`config.mk`:
```
export PLATFORM = sky130hd
export DESIGN_NAME = instruction_fetch
export DESIGN_NICKNAME = d
export VERILOG_FILES = /design/src/rtl/instruction_fetch.sv
export SDC_FILE = /design/constraint.sdc
export NUM_CORES = 1
export LEC_CHECK = 0
export ABC_AREA = 1
export CAP_MARGIN = 20
export CORE_ASPECT_RATIO = 1.4
export CORE_MARGIN = 4
export CORE_UTILIZATION = 45
export CTS_CLUSTER_SIZE = 8
export DETAILED_ROUTE_END_ITERATION = 10
export DONT_BUFFER_PORTS = 1
export MAX_ROUTING_LAYER = met4
export PLACE_DENSITY = 0.71
export SLEW_MARGIN = 5
export SYNTH_ARGS = -nofsm -noshare
export SYNTH_HDL_FRONTEND = slang
export SYNTH_SLANG_ARGS = --single-unit
```
`constraint.sdc`:
```
create_clock -name clk -period 4.8 [get_ports clk]
set_clock_uncertainty 0.1 [all_clocks]
set_input_delay 0.96 -clock clk [delete_from_list [all_inputs] [get_ports clk]]
set_output_delay 0.96 -clock clk [all_outputs]
set_load 0.1 [all_outputs]
```
`src/rtl/instruction_fetch.sv`:
```
// Fetch stage for the ASIP decoder: PC, 1-cycle synchronous imem read, registered output
// with a single-entry skid so a response landing during a stall is neither lost nor repeated.
module instruction_fetch #(
    parameter int ADDR_W = 16,
    parameter int INSTR_W = 16,
    parameter logic [ADDR_W-1:0] RESET_PC = '0
) (
    input  logic               clk,
    input  logic               rst,
    input  logic               fetch_en,
    input  logic               stall,
    input  logic               branch_taken,
    input  logic [ADDR_W-1:0]  branch_target,
    output logic               imem_rd_en,
    output logic [ADDR_W-1:0]  imem_addr,
    input  logic [INSTR_W-1:0] imem_rdata,
    output logic [INSTR_W-1:0] instruction,
    output logic               instr_valid,
    output logic [ADDR_W-1:0]  instr_pc
);

    // state | meaning
    // IDLE  | first clock out of reset, no reads issued
    // RUN   | streaming reads into the output register
    // HOLD  | stalled with a captured response waiting in the skid
    typedef enum logic [1:0] {
        IDLE = 2'd0,
        RUN  = 2'd1,
        HOLD = 2'd2
    } state_t;

    state_t             state;
    state_t             state_next;
    logic [ADDR_W-1:0]  pc;
    logic               rd_pending;
    logic [ADDR_W-1:0]  pend_pc;
    logic               skid_full;
    logic [INSTR_W-1:0] skid_data;
    logic [ADDR_W-1:0]  skid_pc;

    assign imem_rd_en = fetch_en & ~stall & ~branch_taken & (state != IDLE);
    assign imem_addr  = pc;

    always_ff @(posedge clk or posedge rst) begin
        if (rst) state <= IDLE;
        else     state <= state_next;
    end

    always_comb begin
        state_next = state;
        case (state)
            IDLE:    state_next = RUN;
            RUN:     if (rd_pending && stall) state_next = HOLD;
            HOLD:    if (!stall) state_next = RUN;
            default: state_next = IDLE;
        endcase
        if (branch_taken) state_next = RUN;
    end

    always_ff @(posedge clk or posedge rst) begin
        if (rst) begin
            pc          <= RESET_PC;
            rd_pending  <= 1'b0;
            pend_pc     <= '0;
            skid_full   <= 1'b0;
            skid_data   <= '0;
            skid_pc     <= '0;
            instruction <= '0;
            instr_valid <= 1'b0;
            instr_pc    <= '0;
        end else if (branch_taken) begin
            // redirect discards both the skid and any response still in flight
            pc          <= branch_target;
            rd_pending  <= 1'b0;
            skid_full   <= 1'b0;
            instr_valid <= 1'b0;
        end else begin
            rd_pending <= imem_rd_en;
            if (imem_rd_en) begin
                pc      <= pc + ADDR_W'(1);
                pend_pc <= pc;
            end
            if (stall) begin
                if (rd_pending) begin
                    skid_full <= 1'b1;
                    skid_data <= imem_rdata;
                    skid_pc   <= pend_pc;
                end
            end else if (skid_full) begin
                instruction <= skid_data;
                instr_pc    <= skid_pc;
                instr_valid <= 1'b1;
                skid_full   <= 1'b0;
            end else if (rd_pending) begin
                instruction <= imem_rdata;
                instr_pc    <= pend_pc;
                instr_valid <= 1'b1;
            end else begin
                instr_valid <= 1'b0;
            end
        end
    end

endmodule

```
==> results of run 1 <==
## per-stage QoR
stage	hold WS [ns]	utilization, %
floorplan	0.3299	-
global placement	0.3427	47.06
detailed placement	0.3526	47.06
CTS	0.3669	50.19
global route	0.3921	50.19
finish	0.3655	50.19
## flip-flops by register name, summed over array words and instances, names as in the netlist
register,cells
state,2
skid_pc,16
skid_full,1
rd_pending,1
imem_addr,16
instr_pc,16
pend_pc,16
instr_valid,1
instruction,16
skid_data,16
## power by group through the flow
stage | registers [W] | clock network [W] | logic (W)
detailed placement | 0.00180 | 0 | 0.000269
finish | 0.00178 | 0.000744 | 0.000263
floorplan | 0.00175 | 0 | 0.000228
global placement | 0.00179 | 0 | 0.000254
CTS | 0.00178 | 0.000766 | 0.000270
global route | 0.00180 | 0.000813 | 0.000321
## how the worst min path moves through the flow
stage                     depth (start not counted)     start  endpoint
after detailed placement                          1  state[0]  state[1]
final                                             1  state[0]  state[1]
after global placement                            1  state[0]  state[1]
after global routing                              1  state[0]  state[1]
after CTS                                         1  state[0]  state[1]
after floorplan                                   1  state[0]  state[1]
## cells by family (layout without fill, tap and decap cells)
logic type | after synthesis | in the layout | synth area share, %
AOI/OAI and AO/OA | 100 | 100 | 10.92
xor gates and xnor gates | 3 | 3 | 0.5621
adders and majority gates | 1 | 1 | 0.2676
buffers and inverters | 99 | 90 | 9.125
DFF | 101 | 101 | 54.05
and+or+nand+nor | 291 | 291 | 25.07
## layout make-up
class | count | area [um^2] | share of cell area [%]
clock inverters | 3 | 42.54 | 0.8470
multi-input cells | 395 | 1722 | 34.28
inverters | 72 | 275.3 | 5.481
flip-flops and latches | 101 | 2529 | 50.35
clock buffers | 13 | 270.3 | 5.381
repair buffers | 2 | 15.01 | 0.2990
well taps | 135 | 168.9 | 3.363
## cells in the mapped netlist
| cell | n |
|---|---|
| nand2_4 | 1 |
| o211ai_1 | 3 |
| nand2_1 | 241 |
| buf_6 | 4 |
| buf_2 | 15 |
| nand3_1 | 23 |
| xor2_1 | 3 |
| nand2_2 | 1 |
| nor2_1 | 14 |
| o31ai_1 | 1 |
| nand3_2 | 1 |
| inv_1 | 69 |
| dfrtp_1 | 101 |
| nor2_4 | 2 |
| inv_2 | 2 |
| o21ai_0 | 89 |
| or2_2 | 1 |
| clkbuf_1 | 7 |
| buf_4 | 1 |
| inv_4 | 1 |
| ha_1 | 1 |
| o21ai_1 | 7 |
| nor2_2 | 3 |
| nand4_1 | 4 |
## metal layers
metal	global-route usage, %	up-vias	wire (um)
met5	-	-	0
met4	5.697	0	84
met3	4.912	5	584
met2	27.97	92	4685
met1	22.59	1658	4334
li1	-	1819	-
==> out/results.txt, run 1 <==
Peak supply drop: 242.4 uV
initial antenna violation count: 0
htree depth: 3
Port Buffers: 0
CP Buf/Inv Count: 2
most frequent cells in the layout: nand2_1 (241), dfrtp_1 (100), o21ai_0 (89), inv_1 (68), nand3_1 (23)
Vias: 3,574
startpoint types: input port
DRC errors left: 0
I/O pin cnt: 87
final wirelength: 9688 um
# placed instances: 705
WL per Instance: 13.44 um
FF-to-FF path depth: 5
CP max FO: 29
Fmax: 0.3231 GHz
Yosys warnings: 0
unrepaired setup endpoints after global routing: no
Switching Share: 44.16%
Netlist cell types: 24
area leader, netlist: dfrtp_1
Worst Hold Class: register to register
Synth-to-Final Area Change: 7.412%
Synth Register Bits: 101
Mapped Cells: 595
crit path DAT: 2.03 ns
clock share of power: 26.7%
drt first pass iters: 4
number of CTS-inserted buffers: 9
fin crit period: 3.095 ns
# hold bufs at CTS: 0
1st-iter DRT viols: 167
Setup WS post-layout: 1.705 ns
CP Class: input port to output pin
Total Nets Final: 619
vias in the first global route: 3,448
max incr delay on CP: 0.64 ns
Worst Setup EP: imem_rd_en
largest net degree at the start of global routing: 72
antenna cells: 0
Core Area: 10,010 um^2
post_cts resized: 0
critical path's top delay family: buffers and inverters
LEAKAGE: 2.547 nW
Placement Cell Area: 4710 um^2
Overall Power: 0.002784 W
CP endpoint kind: output pin
Finished Layout Cells: 721
reg2reg end: instruction[4]
setup violators final: 0
Fillers: 996
HPWL Detailed: 6609 um
status: completed
period utilization: 64.47%
Gate power share: 9.4%
most common cell after layout, fill and taps aside: nand2_1
Final Cell Area: 5022 um^2
CTS clk-pin slew, worst paths: 0.06 ns
Synth area leaders: dfrtp_1 (54%), nand2_1 (19%), o21ai_0 (9.5%)
critical path data required time: 3.74 ns
Final ANT Viol Nets: 0
layout cells sized above 1: 5.290%
worst r2r src: skid_full
pwr dens: 554.3 nW/um^2
internal power: 0.001555 W
Via-to-Cell Ratio: 4.957
setup TNS: 0 ns
Psw: 0.001230 W
Seq pwr share: 63.8%
latest clock arrival within the worst-skew pair: 0.33 ns
WP depth: 4
post-CTS setup buffers: 0
Final GP Congestion: 0.8305
mean post-synth cell area: 7.858 um^2
Rel. slew slack: 28.36%
CTS root buf: clkbuf_16
Core Rows: 43
die height: 128.6 um
Seq/Total Area, Yosys: 54.05%
top-area cell type share of the netlist area: 54.05%
Final Hold Viols: 0
Max Cap Viol: 0
CTS tree: done
Initial Util: 46.72%
syn nets: 633
Pins Over Slew Limit: 0
Critical Path, Cell by Cell: nor2_2, nand3_2, buf_4, inv_1
Setup crit start: branch_taken
slowest cell on the critical path: inv_1
gr ovfl total: 0
worst slew pin tran: 1.075 ns
pre-CTS WS: 1.696 ns
Die Wd: 94.15 um
Clock Sinks: 101
clock buffer depth: 2
synthesized area: 4676 um^2
first-pass GRT wire length: 16,720 um
R2R Setup Slk: 2.11 ns
Tot GR Track Use: 17.88%
Die Area: 12,110 um^2
No activity file was read; power rests on OpenSTA's default activity.
==> run 2: changes to the inputs <==
--- a/config.mk
+++ b/config.mk
@@ -14,7 +14,7 @@
 export DETAILED_ROUTE_END_ITERATION = 10
 export DONT_BUFFER_PORTS = 1
 export MAX_ROUTING_LAYER = met4
-export PLACE_DENSITY = 0.71
+export PLACE_DENSITY = 0.73
 export SLEW_MARGIN = 5
 export SYNTH_ARGS = -nofsm -noshare
 export SYNTH_HDL_FRONTEND = slang
==> constraint.sdc (replaced) <==
create_clock -name clk -period 2.7 [get_ports clk]
set_clock_uncertainty 0.1 [all_clocks]
set_input_delay 0.54 -clock clk [delete_from_list [all_inputs] [get_ports clk]]
set_output_delay 0.54 -clock clk [all_outputs]
set_load 0.1 [all_outputs]
==> run 2 against run 1 <==
Sequential power grew 57%. Via count is 3.0% higher. Largest cell class unchanged. Highest routed layer unchanged. Hold slack got worse by 0.30 ns. Critical path depth grew 1. Sequential share of layout area is 1.4 points lower. Die area did not move.
==> out/results.txt, run 2 (synthesis results as in run 1) <==
initial antenna violation count: 0
I/O pin cnt: 87
internal power: 0.002686 W
latest clock arrival within the worst-skew pair: 0.34 ns
critical path data required time: 2.06 ns
pwr dens: 941.4 nW/um^2
WL met1: 4392 um
Worst Hold Class: input port to asynchronous set/reset pin
met2 routed WL: 4902 um
most frequent cells in the layout: nand2_1 (241), dfrtp_1 (100), o21ai_0 (89), inv_1 (68), buf_4 (26)
Core Area: 10,010 um^2
vias in the first global route: 3,595
Final Hold Viols: 0
Via-to-Cell Ratio: 4.941
Total Nets Final: 644
Switching Share: 44.83%
CP Class: register to output pin
WL per Instance: 13.39 um
period utilization: 72.22%
layout cells sized above 1: 8.689%
Max Cap Viol: 0
Seq pwr share: 57.5%
number of CTS-inserted buffers: 9
Final ANT Viol Nets: 0
Tot GR Track Use: 18.10%
CP max FO: 4
first-pass GRT wire length: 16,910 um
clock buffer depth: 2
FF-to-FF path depth: 4
Fillers: 968
most common cell after layout, fill and taps aside: nand2_1
Top Layer Used: met4
Initial Util: 46.72%
Vias: 3,681
1st-iter DRT viols: 192
Placement Cell Area: 4911 um^2
crit path DAT: 1.31 ns
met3 wire length: 510 um
Psw: 0.002182 W
Synth-to-Final Area Change: 10.60%
Clock Sinks: 101
CTS tree: done
htree depth: 3
Pins Over Slew Limit: 0
worst slew pin tran: 0.9814 ns
# hold bufs at CTS: 0
CP endpoint kind: output pin
Fmax: 0.5128 GHz
antenna cells: 0
HPWL Detailed: 7027 um
Rel. slew slack: 34.34%
CTS clk-pin slew, worst paths: 0.06 ns
drt first pass iters: 4
Die Wd: 94.15 um
Final GP Congestion: 0.8750
setup violators final: 0
clock share of power: 23.8%
largest net degree at the start of global routing: 65
post-CTS setup buffers: 0
Gate power share: 18.7%
Core Rows: 43
unrepaired setup endpoints after global routing: no
gr ovfl total: 0
Port Buffers: 0
Final Cell Area: 5171 um^2
status: completed
setup TNS: 0 ns
post_cts resized: 0
CTS root buf: clkbuf_16
multi-input logic area: 1722 um^2
# placed instances: 730
Sequential Area: 2529 um^2
LEAKAGE: 2.650 nW
fin crit period: 1.950 ns
Die Area: 12,110 um^2
Finished Layout Cells: 745
DRC errors left: 0
final wirelength: 9977 um
die height: 128.6 um
startpoint types: register
Peak supply drop: 324.0 uV
-- run 2: cell count changes in the layout (fill, tap and decap cells not counted), sizes merged --
cell / change
buf: +25
inv: -1
bufinv: -1
clkinv: +1
-- run 2: cell type report --
| class | instances | area share [%] |
|---|---|---|
| tap | 135 | 3.266 |
| clock inverter | 2 | 0.1936 |
| sequential | 101 | 48.90 |
| timing repair buffer | 27 | 4.162 |
| multi-input combinational | 395 | 33.29 |
| clock buffer | 13 | 4.839 |
| inverter | 72 | 5.347 |
-- run 2: layer usage --
layer / vias to the layer above / track usage, %
met5: - / -
met4: 0 / 6.973
met3: 11 / 3.684
met2: 79 / 29.43
met1: 1724 / 22.16
li1: 1867 / -
-- run 2: per-stage QoR --
step	power (W)	util (%)	hold slack (ns)	setup WS, ns
final	0.004868	51.68	0.06257	0.7499
after global routing	0.005123	51.68	0.09785	0.6678
after CTS	0.004921	51.68	0.08519	0.7259
after detailed placement	0.003751	49.07	0.3571	0.8142
after global placement	0.003714	49.07	0.3422	0.8751
after floorplan	0.003521	-	0.3299	0.5446
-- run 2: critical path: stages, from the launching register on --
cell     delay, ns
dfrtp_1       0.36
inv_2         0.06
nand2_1       0.07
nand3_2       0.11
inv_1         0.09
buf_4         0.28
-- run 2: worst paths after layout --
kind                       slack [ns]             start           end
max reg2reg                      0.94        rd_pending    skid_pc[7]
min                              0.06               rst    rd_pending
max in group asynchronous        1.95               rst  instr_pc[10]
min reg2reg                      0.37          state[0]      state[1]
max                              0.75          state[1]    imem_rd_en
min in group clk                 0.24  branch_target[4]  imem_addr[4]
-- run 2: power groups by stage --
stage	Combinational, W	Clock (W)	Sequential (W)
after detailed placement	0.000918	0	0.00283
final	0.000909	0.00116	0.00280
after global routing	0.00102	0.00127	0.00284
after global placement	0.000894	0	0.00282
after floorplan	0.000406	0	0.00311
after CTS	0.000920	0.00120	0.00281
